`src/rtl/ex_mem_pkg.sv`:
```
// EX->MEM pipeline stage shared types: default widths, payload struct, bubble constant.
package ex_mem_pkg;

  localparam int unsigned XLEN_DEF      = 32;
  localparam int unsigned REG_IDX_W_DEF = 5;
  localparam int unsigned DM_EN_W_DEF   = XLEN_DEF / 8;
  localparam int unsigned FUNC3_W_DEF   = 3;
  localparam int unsigned CNT_W_DEF     = 16;

  // One EX->MEM beat at the default widths
  typedef struct packed {
    logic [DM_EN_W_DEF-1:0]   dm_en;
    logic                     mux_rd;
    logic                     regfile_en;
    logic [FUNC3_W_DEF-1:0]   func3;
    logic [REG_IDX_W_DEF-1:0] rd_index;
    logic [XLEN_DEF-1:0]      alu_result;
    logic [XLEN_DEF-1:0]      write_data;
  } ex_mem_payload_t;

  localparam ex_mem_payload_t EX_MEM_BUBBLE = '0;

  // Flattened payload width for a given parameter set
  function automatic int unsigned payload_width(input int unsigned xlen,
                                                input int unsigned reg_idx_w,
                                                input int unsigned dm_en_w,
                                                input int unsigned func3_w);
    return dm_en_w + 2 + func3_w + reg_idx_w + 2 * xlen;
  endfunction

endpackage

```
`src/rtl/ex_mem_skid_buf.sv`:
```
// One-entry payload + valid holding register used as the EX->MEM skid slot.
module ex_mem_skid_buf
  import ex_mem_pkg::*;
#(
  parameter int unsigned W = payload_width(XLEN_DEF, REG_IDX_W_DEF, DM_EN_W_DEF, FUNC3_W_DEF)
) (
  input  logic         clk,
  input  logic         rst,
  input  logic         load,
  input  logic         unload,
  input  logic [W-1:0] din,
  output logic         valid,
  output logic [W-1:0] dout
);

  logic         valid_q, valid_d;
  logic [W-1:0] data_q,  data_d;

  // Next-state: load captures a beat, unload empties the slot
  always_comb begin
    valid_d = valid_q;
    data_d  = data_q;
    if (load) begin
      valid_d = 1'b1;
      data_d  = din;
    end else if (unload) begin
      valid_d = 1'b0;
    end
  end

  // Slot registers
  always_ff @(posedge clk or negedge rst) begin
    if (!rst) begin
      valid_q <= 1'b0;
      data_q  <= '0;
    end else begin
      valid_q <= valid_d;
      data_q  <= data_d;
    end
  end

  assign valid = valid_q;
  assign dout  = data_q;

endmodule

```
`src/rtl/ex_mem_pipe_stage.sv`:
```
// EX->MEM valid/ready pipeline stage with flush, forwarding tap and stall counter.
// Define EX_MEM_SKID_EN to add a one-entry skid slot (registered in_ready, capacity 2).
module ex_mem_pipe_stage
  import ex_mem_pkg::*;
#(
  parameter int unsigned XLEN      = XLEN_DEF,
  parameter int unsigned REG_IDX_W = REG_IDX_W_DEF,
  parameter int unsigned DM_EN_W   = XLEN / 8,
  parameter int unsigned FUNC3_W   = FUNC3_W_DEF,
  parameter int unsigned CNT_W     = CNT_W_DEF
) (
  input  logic                 clk,
  input  logic                 rst,
  input  logic                 flush,
  input  logic                 in_valid,
  output logic                 in_ready,
  input  logic [DM_EN_W-1:0]   in_dm_en,
  input  logic                 in_mux_rd,
  input  logic                 in_regfile_en,
  input  logic [FUNC3_W-1:0]   in_func3,
  input  logic [REG_IDX_W-1:0] in_rd_index,
  input  logic [XLEN-1:0]      in_alu_result,
  input  logic [XLEN-1:0]      in_write_data,
  output logic                 out_valid,
  input  logic                 out_ready,
  output logic [DM_EN_W-1:0]   out_dm_en,
  output logic                 out_mux_rd,
  output logic                 out_regfile_en,
  output logic [FUNC3_W-1:0]   out_func3,
  output logic [REG_IDX_W-1:0] out_rd_index,
  output logic [XLEN-1:0]      out_alu_result,
  output logic [XLEN-1:0]      out_write_data,
  output logic                 fwd_valid,
  output logic [REG_IDX_W-1:0] fwd_rd_index,
  output logic [XLEN-1:0]      fwd_data,
  output logic [CNT_W-1:0]     stall_cnt
);

  localparam int unsigned PW = payload_width(XLEN, REG_IDX_W, DM_EN_W, FUNC3_W);

  logic          out_valid_q, out_valid_d;
  logic [PW-1:0] main_pl_q,   main_pl_d;
  logic [CNT_W-1:0] stall_cnt_q, stall_cnt_d;

  logic          main_load_c;
  logic          accept_c;
  logic          src_valid_c;
  logic [PW-1:0] src_pl_c;
  logic [PW-1:0] in_pl_c;

  assign in_pl_c = {in_dm_en, in_mux_rd, in_regfile_en, in_func3,
                    in_rd_index, in_alu_result, in_write_data};

  // Main register advances whenever it is empty or MEM is consuming
  assign main_load_c = !out_valid_q || out_ready;

`ifdef EX_MEM_SKID_EN
  logic          skid_valid_c;
  logic [PW-1:0] skid_pl_c;
  logic          skid_load_c;
  logic          skid_unload_c;

  // in_ready comes straight from the skid valid flop
  assign in_ready      = !skid_valid_c;
  assign accept_c      = in_valid && !skid_valid_c && !flush;
  assign skid_load_c   = accept_c && out_valid_q && !out_ready;
  assign skid_unload_c = main_load_c && skid_valid_c;
  assign src_valid_c   = skid_valid_c || accept_c;
  assign src_pl_c      = skid_valid_c ? skid_pl_c : in_pl_c;

  ex_mem_skid_buf #(.W(PW)) u_skid (
    .clk    (clk),
    .rst    (rst),
    .load   (skid_load_c),
    .unload (skid_unload_c),
    .din    (in_pl_c),
    .valid  (skid_valid_c),
    .dout   (skid_pl_c)
  );
`else
  assign in_ready    = !out_valid_q || out_ready;
  assign accept_c    = in_valid && in_ready && !flush;
  assign src_valid_c = accept_c;
  assign src_pl_c    = in_pl_c;
`endif

  // Main register next-state; bubbles clear write enables but keep data fields
  always_comb begin
    out_valid_d = out_valid_q;
    main_pl_d   = main_pl_q;
    if (main_load_c) begin
      out_valid_d = src_valid_c;
      if (src_valid_c) begin
        main_pl_d = src_pl_c;
      end else begin
        main_pl_d = {DM_EN_W'(0), out_mux_rd, 1'b0, out_func3,
                     out_rd_index, out_alu_result, out_write_data};
      end
    end
  end

  // Saturating count of cycles MEM holds off a valid beat
  always_comb begin
    stall_cnt_d = stall_cnt_q;
    if (out_valid_q && !out_ready && (stall_cnt_q != '1)) begin
      stall_cnt_d = stall_cnt_q + CNT_W'(1);
    end
  end

  // Stage registers
  always_ff @(posedge clk or negedge rst) begin
    if (!rst) begin
      out_valid_q <= 1'b0;
      main_pl_q   <= '0;
      stall_cnt_q <= '0;
    end else begin
      out_valid_q <= out_valid_d;
      main_pl_q   <= main_pl_d;
      stall_cnt_q <= stall_cnt_d;
    end
  end

  assign out_valid = out_valid_q;
  assign {out_dm_en, out_mux_rd, out_regfile_en, out_func3,
          out_rd_index, out_alu_result, out_write_data} = main_pl_q;
  assign stall_cnt = stall_cnt_q;

  // Forwarding tap: ALU results only, never loads or x0
  assign fwd_valid    = out_valid_q && out_regfile_en && !out_mux_rd && (out_rd_index != '0);
  assign fwd_rd_index = out_rd_index;
  assign fwd_data     = out_alu_result;

endmodule

```
`config.mk`:
```
export PLATFORM = sky130hd
export DESIGN_NAME = ex_mem_pipe_stage
export DESIGN_NICKNAME = d
export VERILOG_FILES = /design/src/rtl/ex_mem_pkg.sv /design/src/rtl/ex_mem_skid_buf.sv /design/src/rtl/ex_mem_pipe_stage.sv
export SDC_FILE = /design/constraint.sdc
export NUM_CORES = 1
export LEC_CHECK = 0
export CAP_MARGIN = 20
export CORE_UTILIZATION = 30
export DETAILED_ROUTE_END_ITERATION = 6
export GPL_ROUTABILITY_DRIVEN = 0
export PLACE_DENSITY_LB_ADDON = 0.25
export SYNTH_ARGS = -nofsm -noshare
export SYNTH_HDL_FRONTEND = slang
export SYNTH_SLANG_ARGS = --single-unit
```
`constraint.sdc`:
```
create_clock -name clk -period 2.2 [get_ports clk]
set_clock_uncertainty 0.1 [all_clocks]
set_input_delay 0.22 -clock clk [delete_from_list [all_inputs] [get_ports clk]]
set_output_delay 0.22 -clock clk [all_outputs]
set_load 0.05 [all_outputs]
```
==> results.py <==
metrics = {
    "global_route": {
        "grt_max_degree": 44,
        "grt_overflow": 0,
        "grt.met2_usage_pct": 23.6,
        "grt_pass1_wl_mm": 15.3,
        "antenna_found_initial": 0,
        "grt_pass1_vias": 2924,
        "globalRoute.busiestLayer": "met2",
        "grt_use_met1_pct": 15.9,
        "track_usage_pct": 14.1,
        "use_met3_pct": 5.32,
    },
    "setup_path": {
        "path_cells": "or4_1, nor2_1, nor3_2, buf_4",
        "cpPeakStageDelay_ns": 0.54,
        "critPathCapture": "fwd_valid",
        "rr_endpoint": "stall_cnt[1]",
        "r2r.worst_path.cells": 5,
        "crit_fanout": 4,
        "critPathRequiredTime_ns": 1.88,
        "r2r-start": "stall_cnt[0]",
        "crit_slowest_cell": "or4_1",
        "r2r_slack_ns": 0.42,
        "worstSetupPathType": "reg -> out",
        "cp.arrival_ns": 1.76,
        "cp-end-kind": "output pin",
        "cp-start-kind": "flip-flop",
        "crit_start": "main_pl_q[64]",
    },
    "cts": {
        "cts_buffers": 9,
        "clk_pin_slew_ns": 0.06,
        "cts_resized": 0,
        "cts_tree": "built",
        "htree_levels": 3,
        "postCtsHoldBufs": 1,
        "clock_path_buffers": 2,
        "cts_root_buffer": "clkbuf_16",
        "clock-sinks": 95,
        "cts_setup_buffers": 0,
        "clk_latency_ns": 0.34,
    },
    "status": {
        "outcome": "completed",
    },
    "logic_synthesis": {
        "yosys.cell_types.count": 36,
        "synth_top_area_cell": "dfrtp_1",
        "syn_area_per_cell_um2": 14.1,
        "syn_area_um2": 4120,
        "ys_seq_area_share_pct": 57.7,
        "synth_edf_count": 0,
        "ys.flop_type": "dfrtp_1",
        "synth_top_area_share_pct": 57.7,
        "synth_nets": 376,
        "synth_warnings": 0,
        "synth-seq-cells": 95,
        "syn_inst": 292,
        "synthTopCellsByArea": "dfrtp_1, mux2_2, buf_4",
        "async_reset_ff_share_pct": 100,
    },
    "sta": {
        "fin_crit_ns": 2.08,
        "hold_viol_final": 0,
        "fin_tns_setup_ns": 0,
        "period_share_pct": 94.4,
        "slew_violations": 0,
        "timing.final.ws_setup_ns": 0.122,
        "rsz0062_at_grt": "no",
        "fmax_mhz": 481,
        "setup_violations": 0,
        "relSlewSlack_pct": 61.3,
        "tightest_slew_ns": 0.580,
    },
    "drt": {
        "drt_iter0_markers": 118,
        "vias_per_cell": 4.55,
        "route.antenna.remaining_nets": 0,
        "drc_errors": 0,
        "wl_per_cell_um": 14.7,
        "drt_first_pass_iters": 4,
        "vias": 2992,
        "wl_mm": 9.70,
    },
    "final_layout": {
        "post-route-util_pct": 49.2,
        "syn_to_final_growth_pct": 59.2,
        "fillers": 1198,
        "drive_gt1_share_pct": 22.4,
        "final_nets": 561,
        "diodes": 0,
    },
    "power": {
        "seq_power_share_pct": 32.4,
        "pwr-share-comb_pct": 42.3,
        "power_frac_clock_pct": 25.3,
        "irDropWorstVdd_mv": 0.667,
        "power_density_nw_per_um2": 1080,
        "p_switching_mw": 2.81,
        "switching_share_pct": 39.7,
        "p_leak_nw": 2.70,
        "p_int_mw": 4.28,
    },
    "flow_run": {
        "max_cap_viol_count": 0,
    },
    "floorplanning": {
        "die_area_um2": 14200,
        "initial_core_util_pct": 30.9,
        "core-area_um2": 13300,
        "die_height_um": 119,
        "die_x_um": 119,
        "io_pins": 217,
        "num_rows": 42,
    },
    "worst_hold_path": {
        "hold_class": "in -> async",
    },
    "place": {
        "place_ws_ns": 0.266,
        "io_buffers": 216,
        "dp_hpwl_mm": 7.21,
    },
}
[cell type report]
cell class	instances	area, um2	area share (%)
flip-flops and latches	95	2380	36.2
clock buffers	11	243	3.70
clock inverters	5	105	1.60
repair buffers	221	2230	34.0
multi-input cells	148	1380	21.0
inverters	2	7.51	0.114
well taps	176	220	3.35
[worst max-delay path, delay by kind of cell, from the launching register on]
family	cells	cell delay, ns
buffers and inverters	1	0.19
DFF	1	0.40
and+or+nand+nor	3	0.82
[layer usage]
layer	vias up	part of all wire, %
met3	12	8.5
met1	1477	40
li1	1350	-
met2	153	50
met4	0	1.6
met5	-	0
[worst min path at each step]
| stage | from | endpoint | depth (start not counted) |
|---|---|---|---|
| finish | rst | main_pl_q[48] | 2 |
| global route | rst | main_pl_q[48] | 2 |
| CTS | rst | main_pl_q[48] | 2 |
| detailed placement | rst | main_pl_q[48] | 1 |
| global placement | rst | main_pl_q[48] | 1 |
| floorplan | rst | main_pl_q[0] | 0 |
[cell usage after synthesis (3+ instances only)]
master and number:
a21oi_1 5, a22o_1 5, and3_1 3, buf_4 41, buf_6 4, dfrtp_1 95
mux2_2 75, nand2_1 9, nand3_1 3, nand4_1 4, nor2_1 6, nor3_1 6
o21ai_0 3, xor2_1 7
[placed cells by master (no fill, tap or decap), types with 2 or more instances in the layout]
cell type	netlist	layout
dfrtp_1	95	95
clkinvlp_4	0	2
a21oi_1	5	5
nand3b_1	2	2
buf_12	0	3
nand4_1	4	4
xor2_1	7	7
nor2_1	6	6
clkbuf_16	0	9
a22o_1	5	5
nor3_1	6	5
clkdlybuf4s50_1	0	213
inv_1	2	2
bufinv_16	0	3
and3_1	3	3
xnor2_1	2	2
buf_4	41	4
o21ai_0	3	3
nand3_1	3	3
mux2_2	75	75
nand2_1	9	9
[registers in the layout (all words and copies together) (netlist names)]
| signal | flops |
|---|---|
| main_pl_q | 78 |
| stall_cnt | 16 |
| out_valid | 1 |
[stage by stage]
step	cells	hold slack, ns	cell area [um2]	power (mW)
after global placement	641	0.158	6210	5.32
after floorplan	292	-0.176	4130	4.36
after CTS	658	0.308	6570	7.20
after detailed placement	641	0.148	6210	5.35
final	658	0.308	6570	7.09
after global routing	658	0.343	6570	7.38
[cell families (layout without fill, tap and decap cells)]
logic type      Yosys count  in the layout  share of synthesized area, %
flops                    95             95                          57.7
simple gates             48             48                          7.95
mux                      76             76                          20.8
compound gates           14             14                          2.34
buf+inv                  49            239                          8.98
xor+xnor                  9              9                          1.91
fa+ha+maj                 1              1                         0.303
[power groups by stage]
stage / clock (mW) / combinational [mW] / sequential [mW]
after floorplan: 0 / 1.02 / 3.34
after global placement: 0 / 3.00 / 2.31
after detailed placement: 0 / 3.02 / 2.33
after CTS: 1.88 / 3.02 / 2.30
after global routing: 1.93 / 3.11 / 2.34
final: 1.79 / 3.00 / 2.29
No activity file was read; power rests on OpenSTA's default activity.
